**src/rtl/cpu_mem_responder.sv**
```systemverilog
// cpu_mem_responder: sequences 1/2-byte CPU memory requests as acknowledged byte accesses
module cpu_mem_responder #(
  parameter int TIMEOUT = 15
) (
  input  logic        CLK,
  input  logic        RESET,
  input  logic        req_valid,
  input  logic [2:0]  req_op,
  input  logic [15:0] req_addr,
  input  logic [15:0] req_wdata,
  input  logic        req_page_wrap,
  output logic        req_ready,
  output logic [15:0] MDR,
  output logic        done,
  output logic        err,
  output logic [15:0] bus_addr,
  output logic        bus_re,
  output logic        bus_we,
  output logic [7:0]  bus_wdata,
  input  logic [7:0]  bus_rdata,
  input  logic        bus_ack
);
  typedef enum logic [1:0] {IDLE, ACC_LO, ACC_HI, RESP} state_t;
  state_t      state_q, state_d;
  logic [2:0]  op_q, op_d;
  logic [15:0] addr_q, addr_d, wdata_q, wdata_d, mdr_q, mdr_d, baddr_q, baddr_d;
  logic        wrap_q, wrap_d, err_q, err_d, re_q, re_d, we_q, we_d;
  logic [7:0]  wait_q, wait_d, bwd_q, bwd_d;
  logic        hit, is_rd, two;
  logic [7:0]  rd;
  logic [15:0] addr2;
  assign hit   = bus_ack || (wait_q == 8'(TIMEOUT - 1));
  assign rd    = bus_ack ? bus_rdata : 8'hFF;
  assign addr2 = wrap_q ? {addr_q[15:8], addr_q[7:0] + 8'd1} : addr_q + 16'd1;
  assign is_rd = (op_q == 3'd1) || (op_q == 3'd2);
  assign two   = (op_q == 3'd2) || (op_q == 3'd4);
  assign req_ready = state_q == IDLE;
  assign done      = state_q == RESP;
  assign err       = done && err_q;
  assign MDR       = mdr_q;
  assign bus_addr  = baddr_q;
  assign bus_re    = re_q;
  assign bus_we    = we_q;
  assign bus_wdata = bwd_q;
  // next-state: accept, per-byte access with timeout-as-open-bus, response pulse
  always_comb begin
    state_d = state_q;
    op_d    = op_q;
    addr_d  = addr_q;
    wdata_d = wdata_q;
    wrap_d  = wrap_q;
    err_d   = err_q;
    mdr_d   = mdr_q;
    wait_d  = wait_q;
    baddr_d = baddr_q;
    bwd_d   = bwd_q;
    re_d    = re_q;
    we_d    = we_q;
    case (state_q)
      IDLE: if (req_valid && req_op != 3'd0 && req_op < 3'd5) begin
        state_d = ACC_LO;
        op_d    = req_op;
        addr_d  = req_addr;
        wdata_d = req_wdata;
        wrap_d  = req_page_wrap;
        err_d   = 1'b0;
        wait_d  = 8'd0;
        baddr_d = req_addr;
        bwd_d   = req_wdata[7:0];
        re_d    = req_op < 3'd3;
        we_d    = req_op >= 3'd3;
      end
      ACC_LO: if (hit) begin
        err_d  = err_q | ~bus_ack;
        wait_d = 8'd0;
        mdr_d  = !is_rd ? mdr_q : two ? {mdr_q[15:8], rd} : {8'h00, rd};
        if (two) begin
          state_d = ACC_HI;
          baddr_d = addr2;
          bwd_d   = wdata_q[15:8];
        end else begin
          state_d = RESP;
          re_d    = 1'b0;
          we_d    = 1'b0;
        end
      end else wait_d = wait_q + 8'd1;
      ACC_HI: if (hit) begin
        err_d   = err_q | ~bus_ack;
        wait_d  = 8'd0;
        mdr_d   = is_rd ? {rd, mdr_q[7:0]} : mdr_q;
        state_d = RESP;
        re_d    = 1'b0;
        we_d    = 1'b0;
      end else wait_d = wait_q + 8'd1;
      default: state_d = IDLE;
    endcase
  end
  // state and registered outputs
  always_ff @(posedge CLK) begin
    if (RESET) begin
      state_q <= IDLE;
      op_q    <= 3'd0;
      addr_q  <= 16'd0;
      wdata_q <= 16'd0;
      wrap_q  <= 1'b0;
      err_q   <= 1'b0;
      mdr_q   <= 16'd0;
      wait_q  <= 8'd0;
      baddr_q <= 16'd0;
      bwd_q   <= 8'd0;
      re_q    <= 1'b0;
      we_q    <= 1'b0;
    end else begin
      state_q <= state_d;
      op_q    <= op_d;
      addr_q  <= addr_d;
      wdata_q <= wdata_d;
      wrap_q  <= wrap_d;
      err_q   <= err_d;
      mdr_q   <= mdr_d;
      wait_q  <= wait_d;
      baddr_q <= baddr_d;
      bwd_q   <= bwd_d;
      re_q    <= re_d;
      we_q    <= we_d;
    end
  end
endmodule
```
**config.mk**
```make
export PLATFORM = sky130hd
export DESIGN_NAME = cpu_mem_responder
export DESIGN_NICKNAME = d
export VERILOG_FILES = /design/src/rtl/cpu_mem_responder.sv
export SDC_FILE = /design/constraint.sdc
export NUM_CORES = 1
export LEC_CHECK = 0
export BUFFER_PORTS_ARGS = -buffer_cell sky130_fd_sc_hd__buf_2
export CAP_MARGIN = 20
export CORE_MARGIN = 1
export CORE_UTILIZATION = 40
export DETAILED_ROUTE_END_ITERATION = 10
export SLEW_MARGIN = 5
export SYNTH_ARGS = -nofsm -noshare
export SYNTH_HDL_FRONTEND = slang
export SYNTH_SLANG_ARGS = --single-unit
```
**constraint.sdc**
```tcl
create_clock -name CLK -period 4.6 [get_ports CLK]
set_input_delay 0.69 -clock CLK [delete_from_list [all_inputs] [get_ports CLK]]
set_output_delay 0.69 -clock CLK [all_outputs]
set_load 0.005 [all_outputs]
```
[After elaboration in Yosys (flattened, before gate mapping)]
Index checks and enable logic that the tools add are counted.
Widths: inputs -> output; s select.
Operators by class
  add/sub/neg operators: 3
  bitwise operators: 3
  multiplexer cells: 34
  equality and inequality tests: 15
  reductions and logical operators: 21
  $lt $le $gt $ge: 3
Operators by type and width (number)
  $mux 16: 9
  $pmux 16 s2: 2
  $mux 8: 6
  $pmux 8 s2: 2
  $add 16x1->16 const B: 1
  $add 8x1->8 const B: 2
  $ne 2x2->1 const B: 6
  $eq 8x4->1 const B: 1
  $mux 1: 8
  $reduce_and 4->1: 2
  $mux 2: 3
  $pmux 1 s3: 2
  $pmux 2 s3: 1
  $reduce_and 3->1: 2
  $reduce_and 6->1: 1
  $reduce_bool 2->1: 3
  $reduce_bool 3->1: 2
  $reduce_and 5->1: 1
  $eq 2x2->1 const B: 2
  $ne 2x1->1 const B: 2
  $reduce_and 2->1: 2
  $eq 3x1->1 const B: 1
  $eq 3x2->1 const B: 1
  $eq 3x3->1 const B: 1
  other kinds (11): 16
Storage, ports and cells
  output and inout bits: 45
  logic and storage cells: 92
  bits in registers: 89
  input port bits: 48

[Longest topological paths before layout]
Gate-level depths: netlist (run 1).
  word-level depth: 6
  gate-level depth with buffers: 9

[Least setup slack after synthesis (run 1)]
OpenSTA, ideal clock, no wires.
  path type: input to register
  from: in req_op[0]
  to: reg wait_q[1]
  data arrival time: 2.008 ns
  required time: 4.514 ns
  buffers on the path: 1
  path slack: 2.507 ns
  cell stages on the path: 5
  path through: or3_1 a41o_1 clkbuf_1 a21o_1 a211oi_1
Between the ends
  longest elaborated chain between the ends: 5
  elaborated cells on any way between the ends: 6
  those cells by class: order compare: 1; eq/ne: 1; reduce/logical: 4
RTL lines
  start: declaration: RTL line 8  | input logic [2:0] req_op,
  parallel branches: the longest is 2 deep, another holds $lt 3x3->1
  $logic_and 1x1->1 *: RTL line 60  | IDLE: if (req_valid && req_op != 3'd0 && req_op < 3'd5) begin
  $ne 2x1->1 (no source line) *
  $reduce_and 2->1 (no source line) *
  end signal: assignment: RTL line 121  | wait_q <= wait_d;
  end: declaration: RTL line 28  | logic [7:0] wait_q, wait_d, bwd_q, bwd_d;
Mark *: on every way between the ends.
A chain may end at the register's enable or synchronous reset.

[Final worst setup path (run 1)]
  from: reg state_q[1]
  to: reg baddr_q[15] (netlist: bus_addr[15])
Between the ends
  longest elaborated chain between the ends: 3
  elaborated cells on any way between the ends: 8
  those cells by class: eq/ne: 4; mux: 1; reduce/logical: 3
RTL lines
  start: declaration: RTL line 24  | state_t state_q, state_d;
  start signal: assignment: RTL line 114  | state_q <= state_d;
  $eq 2x1->1 / $logic_not 2->1 (equally long branches): RTL line 59  | case (state_q)
  $ne 2x2->1 (no source line), or another cell as far along
  $reduce_and 4->1 (no source line)
  end signal: assignment: RTL line 122  | baddr_q <= baddr_d;
  end: declaration: RTL line 26  | logic [15:0] addr_q, addr_d, wdata_q, wdata_d, mdr_q, mdr_d, baddr_q, baddr_d;
Parallel ways exist; a longest one is shown, timed or not.

==> impl_metrics.tcl, run 1 <==
set metrics [dict create \
    maxCapViolCount 0 \
    area_delta_synth_final_pct 19.1 \
    drt_drc_violations_left 0 \
    worst-r2r-setup-slack_ns 1.45 \
    tightestPinTransition_ns 1.09 \
    timing.setup.critical_path_class "flop to flop" \
    finalSetupViolCount 0 \
    horizontal_extent_of_the_die_um 100 \
    ioPinCount 93 \
    place_hpwl_mm 6.28 \
    most_frequent_cell_after_synthesis "sky130_fd_sc_hd__dfxtp_1" \
    antenna_found_initial 0 \
    timing.max_slew.rel_slack_pct 27.2 \
    ir_drop_uv 227 \
    globalplace.congestion 0.767 \
    synth_warnings 0 \
    number_of_enable_type_register_cells_in_the_synthesized_netlist 0 \
    synth_commonest_cells "sky130_fd_sc_hd__dfxtp_1, sky130_fd_sc_hd__nand2_1, sky130_fd_sc_hd__nor2_1, sky130_fd_sc_hd__a21oi_1, sky130_fd_sc_hd__mux2i_1" \
    finalMaxSlewViolations 0 \
    yosysTopAreaCellShare_pct 41.8 \
    clock-root-buffer "sky130_fd_sc_hd__clkbuf_8" \
    coreArea_um2 9330 \
    path_cells "inv_1 -> ha_2 -> nand2b_1 -> o22a_1 -> a211oi_4 -> nand3_1 -> o211ai_1" \
    period_utilization_pct 68.4 \
    die_area_um2 10100 \
    totalNegativeSetupSlack_ns 0 \
    critPathMaxFanout 43 \
    cpPeakStageDelay_ns 0.85 \
    synth.area.top_cells "sky130_fd_sc_hd__dfxtp_1, sky130_fd_sc_hd__mux2i_1, sky130_fd_sc_hd__nand2_1" \
    clk_latency_ns 0.35 \
    cts_inserted_buffers 9 \
    end_kind "flop" \
    cts-resized-gates 0 \
    overall_track_demand_over_capacity_in_global_routing_pct 18.9 \
    cts.repair_timing.setup_buffer_count 0 \
    finalWorstPathRequiredPeriod_ns 3.15 \
    slowest_stage "sky130_fd_sc_hd__a211oi_4" \
    cell_area_after_synthesis_um2 3880 \
    synth.ff_latch_count 81 \
    route.antenna.remaining_nets 0 \
    grt_setup_unrepaired "no" \
    tritoncts_clock_tree "yes" \
    clkSlewWorstSetupHoldPaths_ns 0.09 \
    detail_routed_net_length_per_standard_cell_um 13.4 \
    num_antenna_cells 0 \
    start_kind "flop" \
    grt-ovfl-total 0 \
    finClkSkew_ns 0.0126 \
    1st_pass_router_iterations 4 \
    detailedRoute.firstIterationViolations 96 \
    viasPerCell 5.10 \
    maxClockFrequency_mhz 318 \
    die_h_um 100 \
    yosysSeqAreaShare_pct 41.8 \
    synth_top_area_cell "sky130_fd_sc_hd__dfxtp_1" \
    initial_core_util_pct 41.6 \
    port-buffer-count 92 \
    postSynth.topFlopCell "sky130_fd_sc_hd__dfxtp_1" \
    clock_tree.buffer_depth 2 \
    h-tree-depth 3 \
    post_synth_inst_count 461 \
    syn_avg_cell_area_um2 8.41 \
    drive_above_1_share_pct 22.3 \
    nNetsFinal 595 \
    number_of_global_route_vias_before_repair 3227 \
    count_of_fill_cells_added_during_filler_insertion 945 \
    power.total_mw 2.53 \
    hold_viol 0 \
    maximum_number_of_pins_on_one_net_before_global_route_repair 44 \
    outcome "complete, no violations" \
    routed_wl_mm 9.03 \
    leakagePower_nw 1.97 \
    crit_arrival_ns 3.41 \
    number_of_core_rows 35 \
    ys_types 46 \
    clkSinkCount 81 \
    cts.hold.buffers_added 0 \
    synth_nets 518 \
    hold_path.class "flop to flop" \
    grt_pass1_wl_mm 15.3 \
    ratio_of_total_power_to_cell_area_nw_per_um2 547 \
    crit_required_ns 4.87 \
    synth-async-reset-ratio_pct 0 \
    vias 3428 \
]
[metal layers]
metal	vias to the layer above	share of wire (%)	track usage (%)
met1	1602	48	25.0
met5	-	0	0
li1	1741	-	-
met4	0	1.1	6.58
met2	77	46	31.1
met3	8	5.0	3.40
[critical path, delay by kind of cell, from the launching register on]
kind	cells	cell delay, ns
fa+ha+maj	1	0.80
simple gates	2	0.43
flops	1	0.36
buf+inv	1	0.12
compound gates	3	1.35
[worst paths after layout]
kind,startpoint,to,cells past startpoint
max reg2reg,state_q[1],bus_addr[15],7
min reg2reg,bus_addr[7],bus_addr[7],2
min,bus_addr[7],bus_addr[7],2
max,state_q[1],bus_addr[15],7
[metrics by stage]
| stage | hold WS [ns] | util (%) | setup WS [ns] | area [µm²] | std cells |
|---|---|---|---|---|---|
| CTS | 0.458 | 49.5 | 1.48 | 4620 | 672 |
| finish | 0.451 | 49.5 | 1.45 | 4620 | 672 |
| global route | 0.474 | 49.5 | 1.18 | 4620 | 672 |
| detailed placement | 0.445 | 47.3 | 1.55 | 4410 | 656 |
| floorplan | 0.436 | - | 2.51 | 3880 | 461 |
| global placement | 0.440 | 47.3 | 1.65 | 4410 | 656 |
[cell type report]
class	count	area [µm²]	share of cell area, %
timing repair buffer	95	483	10.5
clock inverter	6	72.6	1.57
tap	129	161	3.49
inverter	16	60.1	1.30
sequential	81	1620	35.1
multi-input combinational	335	2080	45.1
clock buffer	10	138	2.98
[where the power goes]
group	leakage, nW	internal [mW]	switching (mW)	total [mW]
combinational	1.21	0.416	0.605	1.02
sequential	0.660	0.851	0.107	0.958
clock	0.103	0.271	0.277	0.548
[cells in the final DEF (no fill, tap or decap), types with 9 or more instances in the layout]
cell and count:
sky130_fd_sc_hd__a21oi_1 50, sky130_fd_sc_hd__nand2_1 75, sky130_fd_sc_hd__dfxtp_1 81, sky130_fd_sc_hd__a211oi_1 11, sky130_fd_sc_hd__nand3_1 9, sky130_fd_sc_hd__inv_1 16
sky130_fd_sc_hd__nor2_1 54, sky130_fd_sc_hd__mux2i_1 30, sky130_fd_sc_hd__a21boi_0 9, sky130_fd_sc_hd__xnor2_1 12, sky130_fd_sc_hd__xor2_1 9, sky130_fd_sc_hd__buf_2 92
sky130_fd_sc_hd__clkbuf_8 10
[logic make-up after synthesis]
| group | Yosys count | share of synthesized area [%] |
|---|---|---|
| fa+ha+maj | 9 | 2.90 |
| flops | 81 | 41.8 |
| simple gates | 178 | 21.2 |
| compound gates | 97 | 17.0 |
| buf+inv | 45 | 4.65 |
| mux | 30 | 7.74 |
| xor+xnor | 21 | 4.74 |
[state kept, by name, summed over array words and instances (netlist names)]
signal     flops
bus_re         1
op_q           3
bus_addr      16
bus_we         1
bus_wdata      8
wrap_q         1
wdata_q        8
MDR           16
addr_q        16
err_q          1
state_q        2
wait_q         8
(Power assumes the default switching activity.)
==> inputs of run 2 (changes only) <==
Clock period 4.6 ns to 2.75 ns, I/O delays scaled along.
==> run 2 against run 1 <==
Net effect:
- sequential power increased by 68%
- non-clock buffer count up 5
- via count increased by 1.7%
- register-to-register slack lost 1.0 ns
- global-route usage down 0.43 points
- clock power is 68% higher
==> impl_metrics.tcl, run 2 (same netlist as run 1, synthesis figures left out) <==
set metrics [dict create \
    number_of_global_route_vias_before_repair 3193 \
    end_kind "flop" \
    multi_input_area_um2 2080 \
    slowest_stage "sky130_fd_sc_hd__a2111oi_2" \
    finalMaxSlewViolations 0 \
    vias 3485 \
    1st_pass_router_iterations 7 \
    maximum_number_of_pins_on_one_net_before_global_route_repair 30 \
    outcome "complete, no violations" \
    period_utilization_pct 84.3 \
    die_h_um 100 \
    num_antenna_cells 0 \
    cts.hold.buffers_added 0 \
    area_delta_synth_final_pct 20.5 \
    ir_drop_uv 336 \
    grt-ovfl-total 0 \
    r2r-start "state_q[0]" \
    share_clk_of_total_power_pct 21.4 \
    cts_inserted_buffers 9 \
    detail_routed_net_length_per_standard_cell_um 13.4 \
    h-tree-depth 3 \
    overall_track_demand_over_capacity_in_global_routing_pct 18.5 \
    crit_required_ns 2.98 \
    clkSinkCount 81 \
    hold_path_end "wdata_q[13]" \
    port-buffer-count 92 \
    hold_viol 0 \
    antenna_found_initial 0 \
    finalWorstPathRequiredPeriod_ns 2.32 \
    critPathMaxFanout 19 \
    tightestPinTransition_ns 0.627 \
    ratio_of_total_power_to_cell_area_nw_per_um2 921 \
    hold-path-cell-count 3 \
    hold_start "req_wdata[13]" \
    cpPeakStageDelay_ns 0.55 \
    place_hpwl_mm 6.49 \
    design_area_um2 4670 \
    clk_latency_ns 0.35 \
    hold_path.class "input pin to flop" \
    coreArea_um2 9330 \
    power.total_mw 4.31 \
    timing.reg2reg.worst_path_depth 6 \
    detailedRoute.firstIterationViolations 95 \
    totalNegativeSetupSlack_ns 0 \
    power_switching_share_pct 38.3 \
    horizontal_extent_of_the_die_um 100 \
    maxClockFrequency_mhz 431 \
    mostFrequentLayoutCells "sky130_fd_sc_hd__buf_2, sky130_fd_sc_hd__dfxtp_1, sky130_fd_sc_hd__nand2_1" \
    worst-r2r-setup-slack_ns 0.43 \
    post_dp_cell_area_um2 4460 \
    grt_setup_unrepaired "no" \
    leakagePower_nw 2.00 \
    die_area_um2 10100 \
    globalplace.congestion 0.818 \
    clock-root-buffer "sky130_fd_sc_hd__clkbuf_8" \
    drive_above_1_share_pct 23.0 \
    drt_drc_violations_left 0 \
    routed_wl_mm 9.10 \
    final_std_cells_w_o_fill 677 \
    count_of_fill_cells_added_during_filler_insertion 936 \
    p_int_mw 2.65 \
    commonest_non_fill_non_tap_cell_in_the_layout "sky130_fd_sc_hd__buf_2" \
    cts-resized-gates 0 \
    finalSetupViolCount 0 \
    pwr-share-seq_pct 37.4 \
    nNetsFinal 600 \
    clkSlewWorstSetupHoldPaths_ns 0.08 \
    seq_area_um2 1620 \
    initial_core_util_pct 41.6 \
    timing.max_slew.rel_slack_pct 58.0 \
    clock_tree.buffer_depth 2 \
    rr_endpoint "bus_we" \
    start_kind "flop" \
    viasPerCell 5.15 \
    crit_arrival_ns 2.55 \
    tritoncts_clock_tree "yes" \
    route.antenna.remaining_nets 0 \
    maxCapViolCount 0 \
    path_delay_family "compound AO/OA/AOI/OAI gates" \
    grt_pass1_wl_mm 14.9 \
    fin_worst_hold_slack_ns 0.293 \
    combinationalPowerShare_pct 41.2 \
    path_buf_inv 1 \
    dp_cells 661 \
    timing.setup.critical_path_class "flop to flop" \
    ioPinCount 93 \
    switching_power_total_mw 1.65 \
    cts.repair_timing.setup_buffer_count 0 \
    finClkSkew_ns 0.0181 \
    number_of_core_rows 35 \
    path_cells "inv_1 -> ha_1 -> or2_2 -> a2111oi_2 -> mux2i_1 -> nor2_1" \
]
-- run 2: how the worst max path moves through the flow --
| stage | endpoint | slack (ns) | depth (start not counted) | startpoint |
|---|---|---|---|---|
| after floorplan | bus_re | 0.76 | 7 | state_q[0] |
| after global placement | bus_we | 0.49 | 6 | state_q[0] |
| after detailed placement | bus_we | 0.43 | 6 | state_q[0] |
| after CTS | bus_we | 0.41 | 6 | state_q[0] |
| after global routing | bus_we | 0.26 | 6 | state_q[0] |
| final | bus_we | 0.43 | 6 | state_q[0] |
-- run 2: metrics by stage --
| step | setup slack [ns] | utilization (%) |
|---|---|---|
| final | 0.432 | 50.1 |
| after global routing | 0.265 | 50.1 |
| after CTS | 0.415 | 50.1 |
| after detailed placement | 0.428 | 47.8 |
| after global placement | 0.487 | 47.8 |
| after floorplan | 0.759 | - |
-- run 2: worst min-delay path: stages --
cell	delay [ns]
sky130_fd_sc_hd__buf_2	0.09
sky130_fd_sc_hd__nand2_1	0.04
sky130_fd_sc_hd__a21oi_1	0.05
-- run 2: power by group through the flow --
stage,logic [mW],registers [mW],clock network [mW]
2_1_floorplan,1.24,1.62,0
3_3_place_gp,1.75,1.63,0
3_5_place_dp,1.79,1.64,0
4_1_cts,1.79,1.61,0.939
5_1_grt,1.99,1.65,0.988
6_report,1.77,1.61,0.921
-- run 2: cell type report --
cell class / instances / share of cell area (%)
clock inverter: 5 / 1.37
clock buffer: 11 / 3.24
multi-input combinational: 335 / 44.6
tap: 129 / 3.45
timing repair buffer: 100 / 11.4
inverter: 16 / 1.29
sequential: 81 / 34.7
-- run 2: routing by layer --
| layer | GRT usage, % | vias to the layer above | part of all wire [%] |
|---|---|---|---|
| li1 | - | 1747 | - |
| met1 | 24.8 | 1636 | 48 |
| met2 | 29.7 | 91 | 46 |
| met3 | 3.88 | 11 | 4.8 |
| met4 | 6.24 | 0 | 1.3 |
| met5 | 0 | - | 0 |
==> inputs of run 3 (changes only) <==
Settings changed: ABC_AREA set to 1.
Clock period 2.75 ns to 2.15 ns, I/O delays scaled along.
==> run 3 against run 2 <==
Net effect:
- non-clock buffer count rose by 1
- cell count rose by 22%
- fmax rose by 29%
- critical path type unchanged
- largest power group is now registers
==> impl_metrics.tcl, run 3 <==
set metrics [dict create \
    cts_inserted_buffers 9 \
    number_of_global_route_vias_before_repair 3388 \
    yosysTopAreaCellShare_pct 40.7 \
    viasPerCell 4.75 \
    switching_power_total_mw 1.95 \
    maxCapViolCount 0 \
    drive_above_1_share_pct 18.3 \
    timing.max_slew.rel_slack_pct 74.3 \
    grt_pass1_wl_mm 15.3 \
    hold_viol 0 \
    start_kind "flop" \
    route.antenna.remaining_nets 0 \
    cts-resized-gates 0 \
    timing.setup.critical_path_class "flop to flop" \
    1st_pass_router_iterations 4 \
    drt_drc_violations_left 0 \
    synth_commonest_cells "sky130_fd_sc_hd__nand2_1, sky130_fd_sc_hd__nor2_1, sky130_fd_sc_hd__dfxtp_1, sky130_fd_sc_hd__o21ai_0, sky130_fd_sc_hd__inv_1" \
    finalWorstPathRequiredPeriod_ns 1.80 \
    yosysSeqAreaShare_pct 40.7 \
    detailedRoute.firstIterationViolations 67 \
    pwr-share-seq_pct 38.3 \
    area_delta_synth_final_pct 20.9 \
    hold_path.class "input pin to flop" \
    grt-ovfl-total 0 \
    synth_warnings 0 \
    nNetsFinal 743 \
    cell_area_after_synthesis_um2 3980 \
    post_synth_inst_count 600 \
    number_of_core_rows 36 \
    leakagePower_nw 2.20 \
    ioPinCount 93 \
    clkSinkCount 81 \
    ys_types 27 \
    synth.ff_latch_count 81 \
    syn_avg_cell_area_um2 6.63 \
    period_utilization_pct 83.7 \
    commonest_non_fill_non_tap_cell_in_the_layout "sky130_fd_sc_hd__nand2_1" \
    horizontal_extent_of_the_die_um 102 \
    crit_arrival_ns 2.05 \
    cts.hold.buffers_added 0 \
    crit_required_ns 2.40 \
    maximum_number_of_pins_on_one_net_before_global_route_repair 49 \
    place_hpwl_mm 6.88 \
    antenna_found_initial 0 \
    synth_nets 657 \
    die_area_um2 10400 \
    ratio_of_total_power_to_cell_area_nw_per_um2 1110 \
    port-buffer-count 92 \
    die_h_um 102 \
    finalMaxSlewViolations 0 \
    detail_routed_net_length_per_standard_cell_um 11.7 \
    grt_setup_unrepaired "no" \
    ir_drop_uv 523 \
    clock_tree.buffer_depth 2 \
    most_frequent_cell_after_synthesis "sky130_fd_sc_hd__nand2_1" \
    critPathMaxFanout 17 \
    routed_wl_mm 9.63 \
    synth_top_area_cell "sky130_fd_sc_hd__dfxtp_1" \
    coreArea_um2 9730 \
    clk_latency_ns 0.36 \
    worst-r2r-setup-slack_ns 0.35 \
    overall_track_demand_over_capacity_in_global_routing_pct 18.8 \
    outcome "complete, no violations" \
    share_clk_of_total_power_pct 25.3 \
    dp_cells 808 \
    end_kind "flop" \
    synth-async-reset-ratio_pct 0 \
    combinationalPowerShare_pct 36.5 \
    num_antenna_cells 0 \
    power_switching_share_pct 36.7 \
    synth.area.top_cells "sky130_fd_sc_hd__dfxtp_1, sky130_fd_sc_hd__nand2_1, sky130_fd_sc_hd__nor2_1" \
    totalNegativeSetupSlack_ns 0 \
    finalSetupViolCount 0 \
    finClkSkew_ns 0.00793 \
    mostFrequentLayoutCells "sky130_fd_sc_hd__nand2_1, sky130_fd_sc_hd__nor2_1, sky130_fd_sc_hd__buf_2" \
    number_of_enable_type_register_cells_in_the_synthesized_netlist 0 \
    vias 3908 \
    postSynth.topFlopCell "sky130_fd_sc_hd__dfxtp_1" \
    cts.repair_timing.setup_buffer_count 0 \
    p_int_mw 3.37 \
    final_std_cells_w_o_fill 823 \
    maxClockFrequency_mhz 555 \
    globalplace.congestion 0.884 \
    initial_core_util_pct 40.9 \
    h-tree-depth 3 \
    clkSlewWorstSetupHoldPaths_ns 0.08 \
    clock-root-buffer "sky130_fd_sc_hd__clkbuf_8" \
    tritoncts_clock_tree "yes" \
    tightestPinTransition_ns 0.384 \
]
-- run 3: per-layer routing --
metal	track usage, %	part of all wire (%)
met1	24.1	48
met2	31.1	47
met3	2.83	3.6
met4	8.58	2.0
met5	0	0
-- run 3: final timing paths --
kind	to	cells after the start	startpoint
worst min-delay path	wdata_q[9]	3	req_wdata[9]
worst min register to register	bus_wdata[5]	2	bus_wdata[5]
worst max register to register	op_q[2]	7	state_q[0]
worst max-delay path	op_q[2]	7	state_q[0]
-- run 3: stage by stage --
step | utilization (%) | total power, mW | setup slack [ns] | area [µm²] | hold slack [ns]
5_1_grt | 49.5 | 5.75 | 0.156 | 4810 | 0.225
4_1_cts | 49.5 | 5.39 | 0.308 | 4810 | 0.206
3_5_place_dp | 47.0 | 4.04 | 0.315 | 4570 | 0.435
3_3_place_gp | 47.0 | 3.98 | 0.417 | 4570 | 0.428
6_report | 49.5 | 5.32 | 0.350 | 4810 | 0.216
2_1_floorplan | - | 3.42 | 0.531 | 3980 | 0.428
-- run 3: critical path, stage by stage (launching register included) --
cell and delay (ns):
sky130_fd_sc_hd__dfxtp_1 0.42, sky130_fd_sc_hd__inv_1 0.11, sky130_fd_sc_hd__ha_1 0.32, sky130_fd_sc_hd__nand4_1 0.29, sky130_fd_sc_hd__clkinv_1 0.10, sky130_fd_sc_hd__buf_4 0.21, sky130_fd_sc_hd__o21ai_0 0.18, sky130_fd_sc_hd__a21oi_1 0.05
-- run 3: cell type report --
class | count | area (µm²)
Tap cell | 133 | 166
Multi-Input combinational cell | 421 | 1960
Clock inverter | 5 | 104
Sequential cell | 81 | 1620
Inverter | 72 | 270
Timing Repair Buffer | 101 | 553
Fill cell | 1010 | 4920
Clock buffer | 10 | 138
-- run 3: logic make-up (layout without fill, tap and decap cells) --
| kind of cell | Yosys count | in the layout | synth area share [%] |
|---|---|---|---|
| flip-flops | 81 | 81 | 40.7 |
| buffers and inverters | 98 | 188 | 10.0 |
| AND/OR/NAND/NOR | 263 | 263 | 26.7 |
| AO/OA/AOI/OAI | 145 | 145 | 18.9 |
| XOR/XNOR | 4 | 4 | 0.880 |
| adder cells (fa/ha/maj) | 9 | 9 | 2.83 |
-- run 3: power by group through the flow --
stage	registers, mW	logic (mW)	clock network, mW
2_1_floorplan	2.05	1.36	0
3_3_place_gp	2.06	1.93	0
3_5_place_dp	2.07	1.97	0
4_1_cts	2.04	1.97	1.38
5_1_grt	2.08	2.22	1.44
6_report	2.04	1.94	1.34
